## config.mk

```make
export PLATFORM = sky130hd
export DESIGN_NAME = mux_rr_arbiter
export DESIGN_NICKNAME = d
export VERILOG_FILES = /design/src/rtl/mux_arb_pkg.sv /design/src/rtl/mux_rr_arbiter_mux2.sv /design/src/rtl/mux_rr_arbiter.sv
export SDC_FILE = /design/constraint.sdc
export NUM_CORES = 1
export LEC_CHECK = 0
export CAP_MARGIN = 20
export CELL_PAD_IN_SITES_DETAIL_PLACEMENT = 1
export CELL_PAD_IN_SITES_GLOBAL_PLACEMENT = 1
export CORE_AREA = 5 5 42 44
export CTS_CLUSTER_SIZE = 40
export DETAILED_ROUTE_END_ITERATION = 16
export DIE_AREA = 0 0 47 49
export PLACE_DENSITY_LB_ADDON = 0.1
export SLEW_MARGIN = 20
export SYNTH_ARGS = -nofsm -noshare
export SYNTH_HDL_FRONTEND = slang
export SYNTH_SLANG_ARGS = --single-unit
```

## constraint.sdc

```tcl
create_clock -name clk -period 2.8 [get_ports clk]
set_input_delay 0.42 -clock clk [delete_from_list [all_inputs] [get_ports clk]]
set_output_delay 0.42 -clock clk [all_outputs]
set_load 0.005 [all_outputs]
```

## src/rtl/mux_arb_pkg.sv

```systemverilog
// Shared types and select encodings for the round-robin 2:1 mux arbiter.
package mux_arb_pkg;

  typedef enum logic [1:0] {
    IDLE    = 2'b00,
    GRANT_A = 2'b01,
    GRANT_B = 2'b10
  } state_t;

  localparam logic SEL_A = 1'b0;
  localparam logic SEL_B = 1'b1;

endpackage

```

## src/rtl/mux_rr_arbiter_mux2.sv

```systemverilog
// Plain 2:1 datapath mux; s=0 passes a, s=1 passes b.
module mux2 #(
  parameter int WIDTH = 1
) (
  input  logic [WIDTH-1:0] a,
  input  logic [WIDTH-1:0] b,
  input  logic             s,
  output logic [WIDTH-1:0] out
);

  assign out = s ? b : a;

endmodule

```

## src/rtl/mux_rr_arbiter.sv

```systemverilog
// Round-robin arbiter owning the select of a shared 2:1 mux, with a bounded
// hold time per requester while the other one is waiting.
module mux_rr_arbiter
  import mux_arb_pkg::*;
#(
  parameter int WIDTH    = 1,
  parameter int MAX_HOLD = 4
) (
  input  logic             clk,
  input  logic             rst_n,
  input  logic             req_a,
  input  logic             req_b,
  input  logic [WIDTH-1:0] a,
  input  logic [WIDTH-1:0] b,
  output logic             gnt_a,
  output logic             gnt_b,
  output logic             s,
  output logic [WIDTH-1:0] out,
  output logic             out_valid,
  output logic [1:0]       dbg_state
);

  localparam int CW = (MAX_HOLD > 1) ? $clog2(MAX_HOLD) : 1;
  localparam logic [CW-1:0] HOLD_LAST = CW'(MAX_HOLD - 1);

  state_t        state;
  state_t        nxt;
  logic [CW-1:0] hold_cnt;
  logic          last;

  // Handshake: a requester holds req_x high while it wants the datapath; it
  // owns out on every cycle its gnt_x is high and must drop req_x to release.
  always_comb begin
    nxt = state;
    case (state)
      IDLE: begin
        if (req_a && (!req_b || last == SEL_B)) nxt = GRANT_A;
        else if (req_b)                         nxt = GRANT_B;
      end
      GRANT_A: begin
        if (!req_a)                             nxt = req_b ? GRANT_B : IDLE;
        else if (req_b && hold_cnt == HOLD_LAST) nxt = GRANT_B;
      end
      GRANT_B: begin
        if (!req_b)                             nxt = req_a ? GRANT_A : IDLE;
        else if (req_a && hold_cnt == HOLD_LAST) nxt = GRANT_A;
      end
      default: nxt = IDLE;
    endcase
  end

  always_ff @(posedge clk or negedge rst_n) begin
    if (!rst_n) begin
      state    <= IDLE;
      hold_cnt <= '0;
      last     <= SEL_B;
      s        <= SEL_A;
      gnt_a    <= 1'b0;
      gnt_b    <= 1'b0;
    end else begin
      state <= nxt;
      gnt_a <= (nxt == GRANT_A);
      gnt_b <= (nxt == GRANT_B);
      if (nxt != IDLE && nxt != state) begin
        hold_cnt <= '0;
        last     <= (nxt == GRANT_B) ? SEL_B : SEL_A;
        s        <= (nxt == GRANT_B) ? SEL_B : SEL_A;
      end else if (nxt != IDLE && hold_cnt != HOLD_LAST) begin
        // Saturating, so an uncontested owner is cut only once a rival appears.
        hold_cnt <= hold_cnt + CW'(1);
      end
    end
  end

  assign out_valid = gnt_a | gnt_b;
  assign dbg_state = state;

  mux2 #(.WIDTH(WIDTH)) u_mux (
    .a   (a),
    .b   (b),
    .s   (s),
    .out (out)
  );

endmodule

```

# ---- Word level (Yosys, flattened, before mapping)
# Index checks and enable logic that the tools add are counted.
dict set report word_totals {
  ff_bits 8
  inputBits 6
  word_cells 38
}
dict set report classes {
  n_addsub 1
  eq_ne 7
  mux 13
  bitwise_logic 1
  reduce_logical 10
}
# operator count
set op_table {}
lappend op_table {{$mux 2} 9}
lappend op_table {{$eq 2x2->1 const B} 3}
lappend op_table {{$pmux 2 s3} 1}
lappend op_table {{$logic_and 1x1->1} 5}
lappend op_table {{$eq 2x1->1 const B} 2}
lappend op_table {{$reduce_bool 2->1} 2}
lappend op_table {{$mux 1} 3}
lappend op_table {{$add 2x1->2 const B} 1}
lappend op_table {{$logic_not 2->1} 1}
lappend op_table {{$ne 2x2->1} 1}
lappend op_table {{$ne 2x2->1 const B} 1}
lappend op_table {{$logic_not 1->1} 1}
lappend op_table {{$logic_or 1x1->1} 1}
lappend op_table {{$or 1x1->1} 1}

# ---- Depth between registers and ports, before layout
dict set report depth {
  depth_word 9
  mapped_depth 4
  ltp_nobuf 4
}

# ---- Hierarchy
# From an unflattened synthesis, not the netlist that was laid out.
dict set report hier_totals {
  hier_cells 44
  area_unflattened_um2 440.4
}
# module n_inst cells_per_inst area_per_inst_um2
set modules_own_cells {}
lappend modules_own_cells {mux_rr_arbiter 1 43 425.4}
lappend modules_own_cells {mux2 1 1 15.0}

# ---- Worst setup path after synthesis
# OpenSTA, ideal clock, no wires.
dict set report synth_timing {
  path_kind {flip-flop to flip-flop}
  from {register hold_cnt[0]}
  to {register hold_cnt[0]}
  setup_ns 0.104
  arrival_time_ns 1.368
  required_time_ns 2.696
  setup_slack_ns 1.328
  stages_incl_launch_ff 4
  path_buffers 0
  cell_sequence {dfrtp_1 ha_1 or4_1 a221oi_1}
}
dict set report synth_via {
  elab_chain_len 8
}
# element line_no
set synth_rtl {}
lappend synth_rtl {{start, declared} mux_rr_arbiter.sv:28} ;# logic [CW-1:0] hold_cnt;
lappend synth_rtl {{start signal, assigned} mux_rr_arbiter.sv:70} ;# hold_cnt <= hold_cnt + CW'(1);
lappend synth_rtl {{$eq 2x2->1} {mux_rr_arbiter.sv:42, mux_rr_arbiter.sv:46}}
lappend synth_rtl {{$logic_and 1x1->1, on equally long branches} {mux_rr_arbiter.sv:46, mux_rr_arbiter.sv:42}}
lappend synth_rtl {{$mux 2, on equally long branches} {mux_rr_arbiter.sv:46, mux_rr_arbiter.sv:42}}
lappend synth_rtl {{$mux 2, on equally long branches} {mux_rr_arbiter.sv:45, mux_rr_arbiter.sv:41}}
lappend synth_rtl {{$pmux 2 s3} mux_rr_arbiter.sv:35} ;# case (state)
lappend synth_rtl {{$ne 2x2->1 or $reduce_bool 2->1 (tied branches)} {mux_rr_arbiter.sv:64, mux_rr_arbiter.sv:68}}
lappend synth_rtl {{$logic_and 1x1->1, on equally long branches} {mux_rr_arbiter.sv:64, mux_rr_arbiter.sv:68}}
lappend synth_rtl {{$mux 2 or $reduce_bool 2->1 (tied branches)} n/a}
# Parallel ways exist; a longest one is shown, timed or not. The select of a mux whose other input is x is not followed.
# A chain may end at the register's enable or synchronous reset.

# ---- Final worst setup path
dict set report layout_timing {
  from {input port a}
  to {output port out}
}
dict set report layout_via {
  elab_chain_len 1
}
# element line_no
set layout_rtl {}
lappend layout_rtl {{start, declared} mux_rr_arbiter.sv:13} ;# input logic [WIDTH-1:0] a,
lappend layout_rtl {{$mux 1} mux_rr_arbiter_mux2.sv:11} ;# assign out = s ? b : a;
lappend layout_rtl {{end, declared} mux_rr_arbiter.sv:18} ;# output logic [WIDTH-1:0] out,
# No other way between the ends.

==> results.json <==
{
  "share_comb_of_total_power_pct": 38.2,
  "setup_tns_ns": 0,
  "path_class": "primary input to primary output",
  "initial_utilization_pct": 32.23,
  "syn_to_final_growth_pct": 35.73,
  "rows": 14,
  "pin_count": 13,
  "p_clk_share_pct": 21.8,
  "hp-class": "primary input to async pin",
  "finalSetupViolations": 0,
  "synth_ff_type": "dfrtp_1",
  "antenna_found_initial": 0,
  "insertion_delay_ns": 0.26,
  "nNetsFinal": 68,
  "yosysWarnings": 0,
  "clock-root-buffer": "clkbuf_4",
  "drt_wl_total_um": 1273,
  "period_minus_slack_ns": 1.947,
  "dpl.cell_count": 72,
  "critPathRequiredTime_ns": 2.38,
  "tightestPinTransition_ns": 0.5313,
  "crit_top_cell": "clkdlybuf4s50_1",
  "cts.sinks": 8,
  "dr.pass1.iters": 4,
  "die-area_um2": 2303,
  "powerDensity_nw_per_um2": 752.1,
  "vdd_drop_max_mv": 0.2348,
  "utilization_pct": 43.75,
  "synth_edf_count": 0,
  "cts_tree": "built",
  "cts_resized": 0,
  "whs_ns": 0.4420,
  "cts_buffers": 3,
  "die_w_um": 47,
  "gp_congestion": 0.9522,
  "track_usage_pct": 12.82,
  "cts_buffer_depth": 2,
  "critPathLaunchType": "primary input",
  "grt-ovfl-total": 0,
  "io_buffer_count": 12,
  "crit_path_cell_trace": "clkdlybuf4s50_1, mux2_2, clkdlybuf4s50_1",
  "syn-num-nets": 52,
  "swShare_pct": 33.26,
  "netlist_instances": 45,
  "postCtsHoldBufs": 0,
  "cts_setup_buffers": 0,
  "synth_area_per_cell_um2": 10.04,
  "p_sw_uw": 153.3,
  "slew_headroom_pct": 64.13,
  "slowest_delay_ns": 0.45,
  "cpMaxStageDelayCell": "clkdlybuf4s50_1",
  "netlist_area_um2": 451.7,
  "fin_skew_ns": 0.004513,
  "insertedDiodeCount": 0,
  "slew_viol_final": 0,
  "grt_max_degree": 10,
  "end_kind": "primary output",
  "grt_pass1_wl_um": 2104,
  "num_vias": 434,
  "core-area_um2": 1401,
  "vias_per_cell": 5.711,
  "grt_pass1_vias": 426,
  "leakage_uw": 0.0002746,
  "cp.buffers_inverters": 2,
  "outcome": "complete, no violations",
  "route.detailed.drc": 0,
  "seq_area_frac_synth_pct": 44.60,
  "p_int_uw": 307.7,
  "hold_violations": 0,
  "power_frac_seq_pct": 40.0,
  "cp_max_fo": 1,
  "power_uw": 461.1,
  "fp.dieH_um": 49,
  "period_share_pct": 69.53,
  "hpwlAfterDp_um": 996.4,
  "htreeDepth": 1,
  "synth.distinct_cells": 25,
  "final_cells": 76,
  "cp_top_family": "buffers and inverters",
  "drive_above_1_share_pct": 13.33,
  "synth-seq-cells": 8,
  "arrival_ns": 1.53,
  "dr.first_iter.drc_count": 10,
  "wl_per_cell_um": 16.75,
  "ys_async_sr_fraction_pct": 100.0,
  "ant_nets": 0,
  "max_freq_mhz": 513.7,
  "rsz0062_at_grt": "false",
  "layout_common_cells": "clkdlybuf4s50_1, dfrtp_1, inv_1",
  "clk_pin_slew_worst_paths_ns": 0.06,
  "mostFrequentLayoutCell": "clkdlybuf4s50_1",
  "cap_violations": 0
}
-- cells in the mapped netlist (2+ instances only) --
library cell | instances | share of area, %
inv_1 | 6 | 5.0
o211a_1 | 2 | 4.4
a211oi_1 | 2 | 3.3
dfrtp_1 | 7 | 39
o21ai_0 | 2 | 2.2
nor2_1 | 3 | 2.5
o31ai_1 | 4 | 6.6
a221oi_1 | 2 | 3.9
-- state kept, by name (all words and copies together) (netlist names) --
register / cells
dbg_state: 2
hold_cnt: 2
gnt_a: 1
gnt_b: 1
last: 1
s: 1
-- per-stage QoR --
| stage | setup slack [ns] | cell area, µm² |
|---|---|---|
| 4_1_cts | 0.8354 | 613.1 |
| 5_1_grt | 0.8104 | 613.1 |
| 2_1_floorplan | 1.328 | 451.7 |
| 3_3_place_gp | 0.8454 | 586.8 |
| 3_5_place_dp | 0.7982 | 586.8 |
| 6_report | 0.8533 | 613.1 |
-- worst paths after layout --
kind	slack, ns	start	cells past startpoint	endpoint
hold / removal	0.44	rst_n	1	gnt_b$_DFF_PN0_
max in group asynchronous	2.04	rst_n	1	last$_DFFE_PN1P_
setup reg to reg	1.12	hold_cnt[0]$_DFFE_PN0P_	4	s$_DFFE_PN0P_
setup / recovery	0.85	a	3	out
min in group clk	0.52	last$_DFFE_PN1P_	2	last$_DFFE_PN1P_
hold reg to reg	0.52	last$_DFFE_PN1P_	2	last$_DFFE_PN1P_
-- power groups by stage --
stage / logic, µW / registers (µW) / clock network, µW
after floorplan: 99.9 / 178 / 0
after global placement: 167 / 182 / 0
after detailed placement: 177 / 185 / 0
after CTS: 178 / 183 / 102
after global routing: 194 / 188 / 111
final: 176 / 184 / 101
-- final cells by class --
class                      count  area, µm²
fill                         164      788.3
multi-input combinational     30      222.7
sequential                     8      201.4
timing repair buffer          12      120.1
clock buffer                   4      26.28
inverter                       6      22.52
tap                           16      20.02
-- per-layer routing --
layer  share of wire, %  GRT usage (%)
met5                  0              0
met3                8.0          4.059
met1                 44          16.78
met4                2.0          5.530
met2                 46          18.78
-- worst reg2reg max path, cell delays in order, from the launching register on --
cell and delay, ns:
dfrtp_1 0.41, ha_1 0.30, and2_1 0.21, o311ai_0 0.47, o31ai_1 0.14
-- logic make-up after synthesis --
family	share of synthesized area [%]
AOI/OAI and AO/OA	29.09
and+or+nand+nor	14.96
muxes	2.493
DFF	44.60
adders and majority gates	2.770
buffers and inverters	6.093
Note: power is estimated with default switching activity, not from simulation.
